File: src/rtl/mem_access_ctrl.sv
// Shared RAM port sequencer: arbitrates fetch vs data load/store
// and strobes MAR/MDR/RAM controls with a fixed wait-state count.
module mem_access_ctrl #(
    parameter int WAIT_CYCLES = 2
) (
    input  logic clock,
    input  logic clear,
    input  logic fetch_req,
    input  logic data_rd_req,
    input  logic data_wr_req,
    output logic grant_fetch,
    output logic grant_data,
    output logic MARin,
    output logic MDRin,
    output logic Read,
    output logic ram_rd,
    output logic ram_wr,
    output logic fetch_done,
    output logic data_done,
    output logic busy
);

    typedef enum logic [2:0] {
        S_IDLE,
        S_ADDR,
        S_WDATA,
        S_MEM,
        S_CAPTURE,
        S_DONE
    } state_t;

    localparam logic [3:0] WAIT_INIT = 4'(WAIT_CYCLES - 1);

    state_t     r_state;
    state_t     w_next;
    logic       r_gnt_data;
    logic       r_op_wr;
    logic       r_last_was_data;
    logic [3:0] r_wait_cnt;
    logic       w_data_pend;
    logic       w_any_req;
    logic       w_pick_data;

    assign w_data_pend = data_rd_req | data_wr_req;
    assign w_any_req   = fetch_req | w_data_pend;
    // On contention, data wins unless it was the side served last
    assign w_pick_data = w_data_pend & (~fetch_req | ~r_last_was_data);

    always_ff @(posedge clock or posedge clear) begin
        if (clear) begin
            r_state <= S_IDLE;
        end else begin
            r_state <= w_next;
        end
    end

    always_ff @(posedge clock or posedge clear) begin
        if (clear) begin
            r_gnt_data      <= 1'b0;
            r_op_wr         <= 1'b0;
            r_last_was_data <= 1'b0;
            r_wait_cnt      <= 4'd0;
        end else begin
            if (r_state == S_IDLE && w_any_req) begin
                r_gnt_data <= w_pick_data;
                r_op_wr    <= w_pick_data & data_wr_req;
            end
            if (r_state == S_DONE) begin
                r_last_was_data <= r_gnt_data;
            end
            if (w_next == S_MEM && r_state != S_MEM) begin
                r_wait_cnt <= WAIT_INIT;
            end else if (r_state == S_MEM && r_wait_cnt != 4'd0) begin
                r_wait_cnt <= r_wait_cnt - 4'd1;
            end
        end
    end

    always_comb begin
        w_next = r_state;
        unique case (r_state)
            S_IDLE:    w_next = w_any_req ? S_ADDR : S_IDLE;
            S_ADDR:    w_next = r_op_wr ? S_WDATA : S_MEM;
            S_WDATA:   w_next = S_MEM;
            S_MEM: begin
                if (r_wait_cnt == 4'd0) begin
                    w_next = r_op_wr ? S_DONE : S_CAPTURE;
                end
            end
            S_CAPTURE: w_next = S_DONE;
            S_DONE:    w_next = S_IDLE;
            default:   w_next = S_IDLE;
        endcase
    end

    always_comb begin
        grant_fetch = 1'b0;
        grant_data  = 1'b0;
        MARin       = 1'b0;
        MDRin       = 1'b0;
        Read        = 1'b0;
        ram_rd      = 1'b0;
        ram_wr      = 1'b0;
        fetch_done  = 1'b0;
        data_done   = 1'b0;
        busy        = 1'b0;
        if (r_state != S_IDLE) begin
            busy        = 1'b1;
            grant_fetch = ~r_gnt_data;
            grant_data  = r_gnt_data;
        end
        unique case (r_state)
            S_IDLE:  ;
            S_ADDR:  MARin = 1'b1;
            S_WDATA: MDRin = 1'b1;
            S_MEM: begin
                ram_rd = ~r_op_wr;
                ram_wr = r_op_wr;
            end
            S_CAPTURE: begin
                MDRin  = 1'b1;
                Read   = 1'b1;
                ram_rd = 1'b1;
            end
            S_DONE: begin
                fetch_done = ~r_gnt_data;
                data_done  = r_gnt_data;
            end
            default: ;
        endcase
    end

endmodule

File: config.mk
export PLATFORM = sky130hd
export DESIGN_NAME = mem_access_ctrl
export DESIGN_NICKNAME = d
export VERILOG_FILES = /design/src/rtl/mem_access_ctrl.sv
export SDC_FILE = /design/constraint.sdc
export NUM_CORES = 1
export LEC_CHECK = 0
export BUFFER_PORTS_ARGS = -buffer_cell sky130_fd_sc_hd__buf_2
export CORE_AREA = 4 4 41 43
export DETAILED_ROUTE_END_ITERATION = 10
export DIE_AREA = 0 0 45 47
export PLACE_DENSITY = 0.83
export SLEW_MARGIN = 20
export SYNTH_ARGS = -nofsm -noshare
export SYNTH_HDL_FRONTEND = slang
export SYNTH_SLANG_ARGS = --single-unit
File: constraint.sdc
create_clock -name clock -period 2 [get_ports clock]
set_clock_uncertainty 0.05 [all_clocks]
set_input_delay 0.6 -clock clock [delete_from_list [all_inputs] [get_ports clock]]
set_output_delay 0.6 -clock clock [all_outputs]
set_load 0.02 [all_outputs]
Yosys cells after proc, flatten, opt, wreduce, memory -nomap -nowiden

Index checks and enable logic that the tools add are counted.

Logic and storage cells: 48
Input bits: 5
Output and inout bits: 10
Flip-flop bits (word level): 10

Equal/unequal tests: 7
Reductions and logical operators: 9
Add/subtract/negate cells: 1
Bitwise operators: 9
Mux-type cells: 17

Operators with widths:

| cell                | number |
|---|---|
| $pmux 3 s5          | 1 |
| $mux 1              | 12 |
| $eq 3x2->1 const B  | 3 |
| $mux 4              | 2 |
| $eq 3x3->1 const B  | 2 |
| $logic_not 4->1     | 1 |
| $not 1->1           | 4 |
| $reduce_bool 4->1   | 1 |
| $sub 4x1->4 const B | 1 |
| $eq 3x1->1 const B  | 1 |
| $logic_and 1x1->1   | 3 |
| $logic_not 3->1     | 1 |
| $mux 3              | 1 |
| $ne 3x2->1 const B  | 1 |
| $or 1x1->1          | 3 |
| $reduce_bool 3->1   | 1 |
| $and 1x1->1         | 2 |
| $pmux 1 s2          | 1 |
| $reduce_bool 2->1   | 1 |
| $reduce_or 2->1     | 1 |

Depth between registers and ports, before layout

Gate-level depths: netlist of the first run.

Depth after elaboration: 7
Depth in mapped cells: 5

Least setup slack after synthesis of the first run

OpenSTA, ideal clock, no wires.

Path kind: flip-flop to output port
From: register r_state[1]
To: output ram_rd
Setup slack: 228 ps
Buffers on the path: 1
Cell stages (with the launch flop): 4
Data arrival time: 1,122 ps
Path through: dfrtp_1 > buf_4 > nand3b_4 > o21ai_0

Word-level cells in the longest chain between the ends: 2
Elaborated cells on any way between the ends: 3
Those cells by class: eq/ne: 2; mux: 1

Ends and longest elaborated chain:

| what                                     | RTL line | RTL |
|---|---|---|
| start: declaration                       | 34       | `state_t r_state;` |
| start signal: assignment                 | 53       | `r_state <= w_next;` |
| $eq 3x3->1 or $eq 3x2->1 (tied branches) | 112      | `unique case (r_state)` |
| $pmux 1 s2 *                             | 112      |  |
| end: declaration                         | 16       | `output logic ram_rd,` |

Every way passes the cells marked *; elsewhere a longest branch is shown, timed or not.

Final worst setup path of the first run

From: register r_state[2]
To: output ram_wr

Word-level cells in the longest chain between the ends: 2

Ends and longest elaborated chain:

| what             | RTL line | RTL |
|---|---|---|
| $eq 3x2->1       | 112      |  |
| $mux 1           | 112      |  |
| end: declaration | 17       | `output logic ram_wr,` |

Every way passes these cells.

==> flow_summary.toml, run 1 <==
[run_status]
status = "completed"

[finish]
antennaDiodeCount = 0
fin_nets = 100
fillerInstances = 105
final_cell_mix = "buf_2 (11), buf_4 (9), dfrtp_1 (7)"
areaGrowthSynthToFinish_pct = 33.0
layout-drive-gt1-share_pct = 43.0
fin_cells = 108
design_area_um2 = 847
final_common_cell = "buf_2"

[clock_network]
cts_buffers = 3
ctsRootBufferMaster = "clkbuf_4"
clk_pin_slew_worst_paths_ns = 0.06
clock_path_buffers = 2
cts_hold_buf = 0
htree_levels = 1
clk_latency_ns = 0.26
cts_tree = "built"
clock_sinks = 10

[synthesis]
synth-seq-cells = 10
ys.flop_type = "dfrtp_1"
yosysWarnings = 0
yosysTopAreaCellShare_pct = 39.3
synth_edf_count = 0
yosysSeqAreaShare_pct = 39.3
syn-num-nets = 74
yosys-top-cells-area = "dfrtp_1 (39%), o41ai_1 (4.1%), o21ai_0 (3.9%)"
syn_avg_cell_area_um2 = 9.37
ys_types = 31
async_flop_share_pct = 100
netlist_instances = 68
netlist_area_um2 = 637
synth_top_area_cell = "dfrtp_1"

[drt]
antenna_left = 0
drc_errors = 0
routedWlPerCell_um = 14.6
via_per_inst = 5.39
vias = 582
first_pass_iters = 4
finalWirelength_mm = 1.57
first_iter_violations = 15

[worst_setup_path]
path_max_fanout = 4
cp_common_cell = "buf_6"
r2r_setup_slack_ns = 0.31
timing.rr.start = "r_wait_cnt[0]"
path_class = "reg -> out"
slowest_delay_ns = 0.43
critical_path.cell_chain = "buf_6 -> and3b_2 -> and2_4 -> buf_6"
reg2reg_depth = 5
crit_path_end_kind = "output pin"
cp_slowest_cell = "dfrtp_2"
start_kind = "register"
r2r_end = "r_wait_cnt[0]"
arrival_ns = 1.34
cp.required_ns = 1.35

[placed_design]
dp_hpwl_mm = 1.01
dpl_worst_slack_ns = 0.202
portBuffers = 14
placed_cells = 95
place_congestion = 0.836
placed_area_um2 = 713

[worst_hold_path]
hp-class = "in -> async"

[floorplanning]
initial_core_util_pct = 48.9
ios = 15
die-area_um2 = 2120
die_y_um = 47
rows = 13
dieWidth_um = 45
core-area_um2 = 1300

[flow_run]
maxCapViolCount = 0

[sta]
relSlewSlack_pct = 74.0
hold_viol_final = 0
period_needed_ns = 1.99
fin_worst_hold_slack_ns = 0.240
final_max_slew_viol_count = 0
layout_setup_ws_ns = 0.00884
fmax_mhz = 502
tightest_slew_ns = 0.385
period_share_pct = 99.6
setup_viol = 0

[global_route]
grt_pass1_wl_mm = 2.30
grt_max_degree = 13
grt_pass1_vias = 509
groute.usage.overall_pct = 15.8
antenna_found_initial = 0
grt_overflow_total = 0

[pwr]
p_per_area_nw_per_um2 = 1820
peakVddDrop_mv = 0.813
leakage_nw = 0.412
power breakdown:
part,total [W],switching [W],internal [W]
clock,0.000176,0.0000660,0.000110
combinational,0.000939,0.000474,0.000466
sequential,0.000428,0.000132,0.000296
worst max-delay path by stage:
stage,start,endpoint,slack [ns],cells after the start
floorplan,r_state[1],ram_rd,0.23,3
global placement,r_state[1],ram_wr,0.23,3
detailed placement,r_state[0],data_done,0.20,3
CTS,r_state[2],ram_wr,0.002,4
global route,r_state[2],ram_wr,-0.01,4
finish,r_state[2],ram_wr,0.009,4
stage by stage:
stage	total power, W	utilization, %	setup TNS (ns)
6_report	0.00154	65.1	0
5_1_grt	0.00165	65.1	-0.0140
4_1_cts	0.00142	61.4	0
3_5_place_dp	0.00114	54.8	0
3_3_place_gp	0.00112	54.8	0
2_1_floorplan	0.000969	-	0
cell type report:
cell class              count  area [um2]  share of cell area [%]
repair buffers             24         161                    19.1
clock buffers               4        36.3                    4.28
inverters                   6        22.5                    2.66
well taps                  15        18.8                    2.22
multi-input cells          49         354                    41.8
flip-flops and latches     10         254                    30.0
cells by family (layout without fill, tap and decap cells):
| logic type | count (synthesis) | count (layout) | synth area share [%] |
|---|---|---|---|
| AOI/OAI and AO/OA | 19 | 19 | 20.6 |
| DFF | 10 | 10 | 39.3 |
| adders and majority gates | 1 | 1 | 1.96 |
| and+or+nand+nor | 28 | 28 | 30.1 |
| buffers and inverters | 9 | 34 | 6.68 |
| xor gates and xnor gates | 1 | 1 | 1.38 |
registers in the layout, indices dropped and copies added (netlist names):
| signal | flops |
|---|---|
| r_last_was_data | 1 |
| r_gnt_data | 1 |
| r_op_wr | 1 |
| r_wait_cnt | 4 |
| r_state | 3 |
per-layer routing:
| metal | vias to the layer above | GRT usage [%] | share of wire (%) |
|---|---|---|---|
| met2 | 16 | 23.7 | 49 |
| met3 | 6 | 1.53 | 5.1 |
| met4 | 0 | 14.0 | 4.0 |
| met5 | - | 0 | 0 |
| met1 | 265 | 20.2 | 41 |
| li1 | 295 | - | - |
repair_timing:
item,in CTS,in global routing
pin swaps,1,1
resized for setup,7,7
endpoints found under the setup margin,8,8
gates cloned,0,0
buffers inserted,5,4
Yosys cell counts (2+ instances only):
library cell	count
o41ai_1	3
buf_4	2
a32o_1	2
dfrtp_1	10
inv_1	6
nor2_1	6
o21ai_0	5
or3b_1	2
a21oi_1	4
nand4b_1	2
nor2b_1	3
nand2_1	4
worst max-delay path, delay by kind of cell, from the launching register on:
kind                   cells  cell delay, ns
buffers and inverters      2            0.24
flip-flops                 1            0.43
AND/OR/NAND/NOR            2            0.40
Power figures use the tool's default switching activity.
==> inputs of run 2 (changes only) <==
--- a/config.mk
+++ b/config.mk
@@ -10,6 +10,7 @@
 export DETAILED_ROUTE_END_ITERATION = 10
 export DIE_AREA = 0 0 45 47
 export PLACE_DENSITY = 0.83
+export SETUP_SLACK_MARGIN = 0.5
 export SLEW_MARGIN = 20
 export SYNTH_ARGS = -nofsm -noshare
 export SYNTH_HDL_FRONTEND = slang
==> constraint.sdc (replaced) <==
create_clock -name clock -period 2 [get_ports clock]
set_clock_uncertainty 0.05 [all_clocks]
set_input_delay 0.1 -clock clock [delete_from_list [all_inputs] [get_ports clock]]
set_output_delay 0.1 -clock clock [all_outputs]
set_load 0.02 [all_outputs]
==> run 2 against run 1 <==
  * Sequential power is 2% lower
  * Setup slack improved by 0.46 ns
  * Largest power group unchanged
  * Critical path type is now reg -> reg
  * Via count rose by 10%
  * Non-clock buffer count grew 4
==> flow_summary.toml, run 2 (synthesis results as in run 1) <==
[sta]
fmax_mhz = 654
setup_viol = 0
tightest_slew_ns = 0.396
hold_viol_final = 0
fin_tns_setup_ns = 0
rsz0062_at_grt = "true"
relSlewSlack_pct = 73.6
final_max_slew_viol_count = 0
period_needed_ns = 1.53
period_share_pct = 76.4

[finish]
fin_cells = 111
largest_reg_flops = 4
design_area_um2 = 870
fillerInstances = 94
final_common_cell = "buf_2"
final_cell_mix = "buf_2 (14), buf_4 (12), dfrtp_1 (7)"
largest_registers = "r_wait_cnt x4, r_state x3"
layout-drive-gt1-share_pct = 42.7
fin_nets = 104
antennaDiodeCount = 0
regMostFlops = "r_wait_cnt"
multi_input_area_um2 = 370
ff_latch_area_um2 = 254
areaGrowthSynthToFinish_pct = 36.5
fin_util_pct = 66.8

[placed_design]
placed_area_um2 = 706
place_congestion = 0.839
portBuffers = 14
placed_cells = 94
dp_hpwl_um = 871

[clock_network]
clk_pin_slew_worst_paths_ns = 0.06
clock_sinks = 10
clock_path_buffers = 2
ctsRootBufferMaster = "clkbuf_4"
cts_tree = "built"
cts_buffers = 3
clk_latency_ns = 0.26
htree_levels = 1

[drt]
antenna_left = 0
drc_errors = 0
vias = 642
finalWirelength_mm = 1.71
routedWlPerCell_um = 15.4
top_layer = "met4"
met2WireLength_um = 851
first_pass_iters = 4
wl_met1_um = 662
first_iter_violations = 37
wl_met3_um = 123
via_per_inst = 5.78

[worst_hold_path]
min_path_cells = 2
hp-class = "in -> reg"
min-delay-start = "data_wr_req"
whs_endpoint = "r_op_wr"

[worst_setup_path]
timing.rr.start = "r_wait_cnt[1]"
arrival_ns = 1.62
reg2reg_depth = 5
crit_path_end_kind = "register"
r2r_setup_slack_ns = 0.47
path_class = "reg -> reg"
r2r_end = "r_wait_cnt[0]"
critPathLaunch = "r_wait_cnt[1]"
start_kind = "register"
path_max_fanout = 5
cp.required_ns = 2.09

[floorplanning]
die_y_um = 47
dieWidth_um = 45
die-area_um2 = 2120
ios = 15
initial_core_util_pct = 48.9
rows = 13
core-area_um2 = 1300

[pwr]
peakVddDrop_mv = 0.813
power.switching_w = 0.000693
leakage_nw = 0.415
seq_power_share_pct = 27.2
p_sw_share_pct = 45.1
internal_power_w = 0.000844
p_per_area_nw_per_um2 = 1770
clockPowerShare_pct = 8.9
finalPower_w = 0.00154
p_comb_share_pct = 63.9

[global_route]
grt_overflow_total = 0
grt_pass1_vias = 543
antenna_found_initial = 0
grt_max_degree = 13
groute.usage.overall_pct = 15.3
grt_pass1_wl_mm = 2.26

[run_status]
status = "completed"

[flow_run]
maxCapViolCount = 0
[run 2: cell types whose count changed in the layout (fill, tap and decap cells not counted), sizes merged]
cell / delta
dlygate4sd3: +1
clkbuf: -2
buf: +4
[run 2: power by group through the flow]
stage | sequential, W | combinational (W) | clock, W
global placement | 0.000453 | 0.000646 | 0
CTS | 0.000437 | 0.000804 | 0.000137
detailed placement | 0.000459 | 0.000653 | 0
floorplan | 0.000356 | 0.000613 | 0
finish | 0.000419 | 0.000981 | 0.000136
global route | 0.000431 | 0.00106 | 0.000148
[run 2: timing repair]
action / 4_1_cts / 5_1_grt
hold buffers: 1 / 0
endpoints found under the hold margin: 10 / 0
cloned: 0 / 0
endpoints found under the setup margin: 9 / 9
gates resized for setup: 5 / 8
setup buffers: 7 / 6
pin swaps: 0 / 1
[run 2: area by class of cell]
type / instances / share of cell area (%)
multi-input combinational: 49 / 42.6
sequential: 10 / 29.2
timing repair buffer: 28 / 20.9
clock buffer: 3 / 2.59
inverter: 6 / 2.59
tap: 15 / 2.16
[run 2: worst max-delay path by stage]
stage / end / slack, ns / depth (start not counted)
6_report: r_wait_cnt[0] / 0.47 / 5
5_1_grt: grant_data / 0.44 / 4
4_1_cts: ram_wr / 0.50 / 3
3_5_place_dp: r_wait_cnt[0] / 0.42 / 5
3_3_place_gp: r_wait_cnt[0] / 0.45 / 5
2_1_floorplan: r_wait_cnt[0] / 0.53 / 5
[run 2: layer usage]
metal	up-vias	global-route usage (%)
met2	37	23.4
met1	300	18.5
met4	0	14.0
met3	6	2.30
li1	299	-
met5	-	0
[run 2: worst max-delay path: stages, from the launching register on]
cell and delay (ns):
dfrtp_1 0.39, inv_1 0.12, ha_4 0.16, nor3b_4 0.27, nor3_1 0.07, or3b_1 0.34
[run 2: stage by stage]
stage | hold WS, ns | setup WS [ns]
3_5_place_dp | 0.0455 | 0.417
5_1_grt | 0.0604 | 0.440
3_3_place_gp | 0.0415 | 0.450
6_report | 0.0456 | 0.471
2_1_floorplan | -0.110 | 0.531
4_1_cts | 0.0486 | 0.503
